--- config.mk ---
export PLATFORM = sky130hd
export DESIGN_NAME = bp_mem_cmd_arbiter
export DESIGN_NICKNAME = d
export VERILOG_FILES = /design/src/rtl/bp_mem_cmd_arbiter_pkg.sv /design/src/rtl/bsg_fifo_1r1w_small.sv /design/src/rtl/bp_mem_cmd_arbiter.sv
export SDC_FILE = /design/constraint.sdc
export NUM_CORES = 1
export LEC_CHECK = 0
export ABC_AREA = 1
export CELL_PAD_IN_SITES_DETAIL_PLACEMENT = 0
export CELL_PAD_IN_SITES_GLOBAL_PLACEMENT = 1
export CORE_MARGIN = 2
export CORE_UTILIZATION = 39
export DETAILED_ROUTE_END_ITERATION = 6
export PLACE_DENSITY = 0.79
export REMOVE_ABC_BUFFERS = 1
export SYNTH_ARGS = -nofsm -noshare
export SYNTH_HDL_FRONTEND = slang
export SYNTH_SLANG_ARGS = --single-unit
--- constraint.sdc ---
create_clock -name clk_i -period 1.9 [get_ports clk_i]
set_input_delay 0.38 -clock clk_i [delete_from_list [all_inputs] [get_ports clk_i]]
set_output_delay 0.38 -clock clk_i [all_outputs]
set_load 0.005 [all_outputs]
--- src/rtl/bp_mem_cmd_arbiter_pkg.sv ---
// -----------------------------------------------------------------------------
// bp_mem_cmd_arbiter_pkg
//   Shared types and helpers for bp_mem_cmd_arbiter.
//   - req_vec_t / req_idx_t : requester bit-vector and index, sized for the
//                             largest supported requester count (4).
//   - rr_pick()             : cyclic first-valid search starting at a pointer,
//                             behaviourally equivalent to bsg_arb_round_robin.
//   - rr_next()             : pointer advance, (g + 1) mod num_req.
// -----------------------------------------------------------------------------
package bp_mem_cmd_arbiter_pkg;

    localparam int max_num_req_lp = 4;
    localparam int req_idx_w_lp   = 2;

    typedef logic [max_num_req_lp-1:0] req_vec_t;
    typedef logic [req_idx_w_lp-1:0]   req_idx_t;

    typedef struct packed {
        logic     found;
        req_idx_t idx;
    } rr_pick_s;

    // Lowest-distance valid requester from ptr, wrapping at num_req.
    function automatic rr_pick_s rr_pick(input req_vec_t v,
                                         input req_idx_t ptr,
                                         input int       num_req);
        rr_pick_s pick;
        int       cand;
        req_idx_t cand_idx;
        pick = '0;
        for (int k = 0; k < max_num_req_lp; k++) begin
            cand     = (int'(ptr) + k) % num_req;
            cand_idx = req_idx_t'(cand);
            if ((k < num_req) && !pick.found && v[cand_idx]) begin
                pick.found = 1'b1;
                pick.idx   = cand_idx;
            end
        end
        return pick;
    endfunction

    function automatic req_idx_t rr_next(input req_idx_t g, input int num_req);
        return ((int'(g) + 1) == num_req) ? '0 : req_idx_t'(int'(g) + 1);
    endfunction

endpackage

--- src/rtl/bsg_fifo_1r1w_small.sv ---
// -----------------------------------------------------------------------------
// bsg_fifo_1r1w_small
//   Small one-read/one-write FIFO with the basejump valid/ready-in,
//   valid/yumi-out handshake. Depth els_p must be a power of two (>= 2).
//   ready_param_o depends only on occupancy, so a pop never frees space for a
//   push in the same cycle. reset_i is active-high and asynchronous so the
//   FIFO clears together with the arbiter that owns it.
//   Ports:
//     clk_i, reset_i             clock, async active-high reset
//     v_i, ready_param_o, data_i write side (transfer on v_i & ready_param_o)
//     v_o, data_o, yumi_i        read side (yumi_i only while v_o)
// -----------------------------------------------------------------------------
module bsg_fifo_1r1w_small #(
    parameter int width_p = 1,
    parameter int els_p   = 2
) (
    input  logic               clk_i,
    input  logic               reset_i,
    input  logic               v_i,
    output logic               ready_param_o,
    input  logic [width_p-1:0] data_i,
    output logic               v_o,
    output logic [width_p-1:0] data_o,
    input  logic               yumi_i
);

    localparam int lg_els_lp = (els_p > 2) ? $clog2(els_p) : 1;
    localparam int ptr_w_lp  = lg_els_lp + 1;

    typedef logic [ptr_w_lp-1:0] ptr_t;

    // Pointers carry one extra wrap bit to tell full from empty.
    ptr_t               wr_ptr_r, rd_ptr_r;
    logic [width_p-1:0] mem_r [els_p];
    logic               full, empty, enq, deq;

    assign empty = (wr_ptr_r == rd_ptr_r);
    assign full  = (wr_ptr_r[lg_els_lp] != rd_ptr_r[lg_els_lp])
                 && (wr_ptr_r[lg_els_lp-1:0] == rd_ptr_r[lg_els_lp-1:0]);

    assign ready_param_o = ~full;
    assign v_o           = ~empty;
    assign data_o        = mem_r[rd_ptr_r[lg_els_lp-1:0]];

    assign enq = v_i & ~full;
    assign deq = yumi_i & ~empty;

    // NOTE: sequential state uses non-blocking (<=) so every register samples
    // pre-edge values regardless of block evaluation order.
    always_ff @(posedge clk_i or posedge reset_i) begin
        if (reset_i) begin
            wr_ptr_r <= '0;
            rd_ptr_r <= '0;
        end else begin
            if (enq) wr_ptr_r <= wr_ptr_r + ptr_t'(1);
            if (deq) rd_ptr_r <= rd_ptr_r + ptr_t'(1);
        end
    end

    // NOTE: storage is deliberately not reset; the pointers alone define
    // which entries are meaningful, and a reset-free array maps to plain RAM.
    always_ff @(posedge clk_i) begin
        if (enq) mem_r[wr_ptr_r[lg_els_lp-1:0]] <= data_i;
    end

endmodule

--- src/rtl/bp_mem_cmd_arbiter.sv ---
// -----------------------------------------------------------------------------
// bp_mem_cmd_arbiter
//   Shares one in-order memory endpoint between num_req_p requesters.
//   Commands are round-robin granted into a registered slot; the winner's ID is
//   queued, and each in-order memory response is returned to the ID at the
//   queue head through a one-entry response buffer. Outstanding commands are
//   capped by the ID FIFO depth (max_outstanding_p).
//   Ports:
//     clk_i, reset_n_i                   clock, async active-low reset
//     req_cmd_i / _v_i / _ready_o        per-requester commands, one-hot grant
//     req_resp_o / _v_o / _yumi_i        broadcast response, one-hot owner
//     mem_cmd_o / _v_o / _yumi_i         command slot toward memory
//     mem_resp_i / _v_i / _ready_o       responses from memory
//     err_o                              sticky: response with nothing outstanding
// -----------------------------------------------------------------------------
module bp_mem_cmd_arbiter
    import bp_mem_cmd_arbiter_pkg::*;
#(
    parameter  int msg_width_p       = 0,
    parameter  int num_req_p         = 2,
    parameter  int max_outstanding_p = 4,
    localparam int lg_num_req_lp     = (num_req_p > 2) ? $clog2(num_req_p) : 1,
    // msg_width_p must be set by the wrapper; this keeps the unset default legal.
    localparam int msg_w_lp          = (msg_width_p > 0) ? msg_width_p : 1
) (
    input  logic                          clk_i,
    input  logic                          reset_n_i,

    input  logic [num_req_p*msg_w_lp-1:0] req_cmd_i,
    input  logic [num_req_p-1:0]          req_cmd_v_i,
    output logic [num_req_p-1:0]          req_cmd_ready_o,

    output logic [msg_w_lp-1:0]           req_resp_o,
    output logic [num_req_p-1:0]          req_resp_v_o,
    input  logic [num_req_p-1:0]          req_resp_yumi_i,

    output logic [msg_w_lp-1:0]           mem_cmd_o,
    output logic                          mem_cmd_v_o,
    input  logic                          mem_cmd_yumi_i,

    input  logic [msg_w_lp-1:0]           mem_resp_i,
    input  logic                          mem_resp_v_i,
    output logic                          mem_resp_ready_o,

    output logic                          err_o
);

    typedef logic [lg_num_req_lp-1:0] id_t;

    // ---------------- command path ----------------
    id_t                 rr_r;
    id_t                 grant_id;
    req_idx_t            rr_nxt;
    req_vec_t            req_v_pad;
    rr_pick_s            pick;
    logic                slot_free, can_issue, grant_v;
    logic                cmd_v_r;
    logic [msg_w_lp-1:0] cmd_r;

    // ---------------- ID FIFO ----------------
    logic                id_fifo_reset;
    logic                id_fifo_ready, id_fifo_v;
    id_t                 id_fifo_head;

    // ---------------- response path ----------------
    logic                resp_v_r;
    id_t                 resp_id_r;
    logic [msg_w_lp-1:0] resp_r;
    logic                resp_consume, resp_fire, resp_load, resp_unexpected;
    logic                err_r;

    // NOTE: every variable written here gets a default first, so no path
    // through the block can leave it unassigned and infer a latch.
    always_comb begin
        req_v_pad                  = '0;
        req_v_pad[num_req_p-1:0]   = req_cmd_v_i;
        pick                       = rr_pick(req_v_pad, req_idx_t'(rr_r), num_req_p);
    end

    assign grant_id  = pick.idx[lg_num_req_lp-1:0];
    assign rr_nxt    = rr_next(req_idx_t'(grant_id), num_req_p);

    // The slot can take a new command in the same cycle it is drained.
    assign slot_free = ~cmd_v_r | mem_cmd_yumi_i;
    assign can_issue = slot_free & id_fifo_ready;
    // Upstream valids never depend on ready, so granting combinationally from
    // them is safe. Gating with reset keeps grants off while reset is held.
    assign grant_v   = reset_n_i & can_issue & pick.found;

    assign req_cmd_ready_o = grant_v ? (num_req_p'(1) << grant_id) : '0;

    always_ff @(posedge clk_i or negedge reset_n_i) begin
        if (!reset_n_i) begin
            cmd_v_r <= 1'b0;
            rr_r    <= '0;
        end else if (grant_v) begin
            cmd_v_r <= 1'b1;
            rr_r    <= rr_nxt[lg_num_req_lp-1:0];
        end else if (mem_cmd_yumi_i) begin
            cmd_v_r <= 1'b0;
        end
    end

    always_ff @(posedge clk_i) begin
        if (grant_v) cmd_r <= req_cmd_i[grant_id*msg_w_lp +: msg_w_lp];
    end

    assign mem_cmd_o   = cmd_r;
    assign mem_cmd_v_o = cmd_v_r;

    // ---------------- ID FIFO: one entry per outstanding command ----------------
    assign id_fifo_reset = ~reset_n_i;

    bsg_fifo_1r1w_small #(
        .width_p (lg_num_req_lp),
        .els_p   (max_outstanding_p)
    ) id_fifo (
        .clk_i         (clk_i),
        .reset_i       (id_fifo_reset),
        .v_i           (grant_v),
        .ready_param_o (id_fifo_ready),
        .data_i        (grant_id),
        .v_o           (id_fifo_v),
        .data_o        (id_fifo_head),
        .yumi_i        (resp_load)
    );

    // ---------------- response path ----------------
    assign resp_consume     = resp_v_r & req_resp_yumi_i[resp_id_r];
    assign mem_resp_ready_o = reset_n_i & (~resp_v_r | resp_consume);
    assign resp_fire        = mem_resp_v_i & mem_resp_ready_o;
    // Popping at buffer load makes FIFO occupancy equal the outstanding count.
    assign resp_load        = resp_fire & id_fifo_v;
    // A response with no owner is swallowed so memory cannot stall on it.
    assign resp_unexpected  = resp_fire & ~id_fifo_v;

    always_ff @(posedge clk_i or negedge reset_n_i) begin
        if (!reset_n_i) begin
            resp_v_r  <= 1'b0;
            resp_id_r <= '0;
            err_r     <= 1'b0;
        end else begin
            if (resp_load) begin
                resp_v_r  <= 1'b1;
                resp_id_r <= id_fifo_head;
            end else if (resp_consume) begin
                resp_v_r  <= 1'b0;
            end
            if (resp_unexpected) err_r <= 1'b1;
        end
    end

    always_ff @(posedge clk_i) begin
        if (resp_load) resp_r <= mem_resp_i;
    end

    assign req_resp_o   = resp_r;
    assign req_resp_v_o = resp_v_r ? (num_req_p'(1) << resp_id_r) : '0;
    assign err_o        = err_r;

endmodule

==> impl_metrics.csv <==
group,metric,value,unit
outcome,status,"complete, no violations",
global_route,antenna_found_initial,0,
synthesis,synthSimpleGateAreaFrac,0.2497,
drt,vias,778,
timing,clock_skew,0.002756,ns
cells_and_area,syn_to_final_growth,45.57,%
cells_and_area,layout-drive-gt1-share,0.2467,
synthesis,yosysWarnings,0,
drt,ant_nets,0,
cells_and_area,final_nets,167,
timing,finalCritPeriodShare,0.9406,
floorplanning,initial_core_util,0.4146,
synthesis,synth.area.mux_share,0,
drt,via_per_inst,4.371,
synthesis,synth_top_area_share,0.3001,
global_route,grt_usage,0.1606,
floorplanning,die_w,52.50,microns
drt,dr.pass1.iters,3,
drt,drt-initial-drc-count,6,
timing,relSlewSlack,0.8327,
critical_path,cp-start-kind,"input pin",
placement,place_inst,165,
synthesis,async_flop_share,0.6471,
critical_path,crit_family,"buffers and inverters",
placement,gp_congestion,0.7412,
hold_path,hold_path.class,"in -> async",
clock_tree,cts-htree-levels,1,
global_route,gr-usage-met2,0.3021,
synthesis,synth_xor_area_frac,0.05730,
pwr,p_leak,0.0007182,uW
clock_tree,cts.sinks,17,
synthesis,yosysUniqueCellTypes,15,
drt,wl_per_cell,10.19,microns
synthesis,synth_commonest_cells,"nand2_1, inv_1, nand3_1",
global_route,grtUsageMet1,0.1655,
floorplanning,die_y,52.50,microns
clock_tree,cts_root_buf,"clkbuf_4",
global_route,grt_first_pass_wirelength,3077,microns
timing,hold_viol,0,
clock_tree,postCtsHoldBufs,0,
synthesis,synth_compound_area_frac,0.03001,
timing,slew_violations,0,
pwr,intPower,1054,uW
pwr,p_per_area,1274,nW/um^2
synthesis,synth_ff_type,"dfrtp_1",
critical_path,cp_slowest_cell,"clkdlybuf4s50_1",
pwr,ir_worst_vdd,0.8756,mV
global_route,overflow,0,
critical_path,cp_max_fo,2,
timing,fin_tns_setup,0,ns
synthesis,synth_edf_count,6,
timing,period_minus_slack,1.787,ns
timing,worst_pin_slew,0.2502,ns
placement,port_buffers,19,
synthesis,yosysTopAreaCell,"dfrtp_1",
floorplanning,core_area,2212,sq um
floorplanning,dieArea,2756,sq um
global_route,grt_use_met3,0.02571,
synthesis,synth_top_family_by_area,"simple AND/OR/NAND/NOR gates",
run,maxCapViolations,0,
pwr,swShare,0.3802,
timing,rsz0062_at_grt,"no",
clock_tree,clk_latency,0.29,ns
clock_tree,clk_path_buf_depth,2,
global_route,top_usage_layer,"met2",
pwr,switchingPower,646.9,uW
timing,fmax,559.6,MHz
timing,whs,0.2058,ns
synthesis,synth_cells,108,
synthesis,synth.area.top_cells,"dfrtp_1, edfxtp_1, nand2_1",
critical_path,crit_type,"in -> out",
clock_tree,clk_pin_slew_worst_paths,0.09,ns
pwr,power,1701,uW
pwr,p_clk_frac,0.112,
critical_path,crit_chain,"clkdlybuf4s50_1 > o21ai_1 > nor2_2 > buf_4 > nand2_2 > nor2_1 > buf_2",
placement,dp.final_hpwl,1342,microns
global_route,grt_pass1_vias,733,
synthesis,synth.yosys.seq_area_share,0.4966,
critical_path,critical_path_arrival,1.41,ns
drt,drc,0,
critical_path,worstSetupEndpointType,"primary output",
floorplanning,io_pins,20,
drt,wl,1813,microns
global_route,grt_max_degree,13,
pwr,combPwrFrac,0.504,
timing,finalSetupViolCount,0,
synthesis,synth_fa_ha_area_frac,0.06821,
pwr,seqPwrFrac,0.384,
synthesis,synth_area,917.1,sq um
cells_and_area,fin_cells,178,
synthesis,ys_ff_latch,17,
synthesis,avgSynthCellArea,8.492,sq um
critical_path,critical_path_buf_inv_count,3,
critical_path,slowest_delay,0.47,ns
critical_path,cp.required,1.52,ns
synthesis,yosysMostFrequentCell,"nand2_1",
clock_tree,cts_made_buffers,3,
floorplanning,rows,17,
clock_tree,cts_tree,"done",
cells_and_area,diodes,0,
-- worst register-to-register path, cell delays in order (launching register included) --
cell and delay, ns:
dfrtp_1 0.35, inv_1 0.05, o21ai_1 0.13, nor2_2 0.06
buf_4 0.13, buf_4 0.13, buf_4 0.12, buf_4 0.12
buf_4 0.12, buf_4 0.12, nand3_1 0.07, nand2_1 0.06
-- timing repair --
action,4_1_cts,5_1_grt
buffers inserted,7,2
gates resized for setup,14,6
endpoints found under the setup margin,3,2
pin swaps,2,2
-- final timing paths --
kind,start,end,slack [ns],cells after the start
min,reset_n_i,id_fifo.rd_ptr_r[0],0.21,2
max reg2reg,mem_cmd_v_o,id_fifo.wr_ptr_r[0],0.34,11
max,mem_cmd_yumi_i,req_cmd_ready_o[1],0.11,7
min in group clk_i,err_o,err_o,0.48,1
max in group asynchronous,reset_n_i,id_fifo.wr_ptr_r[1],1.53,2
min reg2reg,err_o,err_o,0.48,1
-- cell usage in the layout (no fill, tap or decap) --
cell             instances
buf_2                    1
buf_4                   20
clkbuf_1                 1
clkbuf_2                 1
clkbuf_4                 3
clkdlybuf4s50_1         13
dfrtp_1                  9
dfrtp_2                  2
dlygate4sd2_1            2
dlymetal6s2s_1           2
edfxtp_1                 6
ha_1                     5
inv_1                   21
nand2_1                 25
nand2_2                  2
nand3_1                 10
nand3_2                  4
nor2_1                  10
nor2_2                   2
o21ai_0                  3
o21ai_1                  1
o21bai_1                 1
xnor2_1                  1
xnor2_2                  2
xor2_1                   3
-- state kept, by name (all words and copies together), names as in the netlist --
| signal | flops |
|---|---|
| id_fifo.rd_ptr_r | 3 |
| id_fifo.mem_r | 4 |
| rr_r | 1 |
| mem_cmd_v_o | 1 |
| mem_cmd_o | 1 |
| req_resp_o | 1 |
| err_o | 1 |
| resp_v_r | 1 |
| id_fifo.wr_ptr_r | 3 |
| resp_id_r | 1 |
-- through the flow --
stage | setup slack [ns] | cell area (sq um) | util
CTS | 0.0007804 | 1324 | 0.5984
detailed placement | -0.4039 | 1214 | 0.5486
global route | 0.04607 | 1335 | 0.6035
global placement | -0.3864 | 1214 | 0.5486
floorplan | 0.5090 | 905.9 | -
finish | 0.1129 | 1335 | 0.6035
-- cell type report --
| class | count | area [sq um] |
|---|---|---|
| flip-flops and latches | 17 | 457.9 |
| well taps | 28 | 35.03 |
| repair buffers | 39 | 332.8 |
| inverters | 21 | 78.83 |
| multi-input cells | 69 | 404.1 |
| fillers | 195 | 877.1 |
| clock buffers | 4 | 26.28 |
-- cell families (layout without fill, tap and decap cells) --
group                      count (synthesis)  in the layout
adders and majority gates                  5              5
and+or+nand+nor                           53             53
xor gates and xnor gates                   6              6
buffers and inverters                     22             64
AOI/OAI and AO/OA                          5              5
DFF                                       17             17
-- power by group through the flow --
| stage | logic [uW] | clock network (uW) | registers, uW |
|---|---|---|---|
| after CTS | 831 | 201 | 656 |
| after global routing | 983 | 212 | 671 |
| final | 858 | 190 | 653 |
| after floorplan | 447 | 0 | 630 |
| after global placement | 752 | 0 | 638 |
| after detailed placement | 772 | 0 | 644 |
-- metal layers --
| layer | part of all wire | wire length, microns |
|---|---|---|
| met2 | 0.52 | 941 |
| met3 | 0.039 | 70 |
| met4 | 0.013 | 24 |
| met5 | 0 | 0 |
| met1 | 0.43 | 776 |
Power figures use the tool's default switching activity.
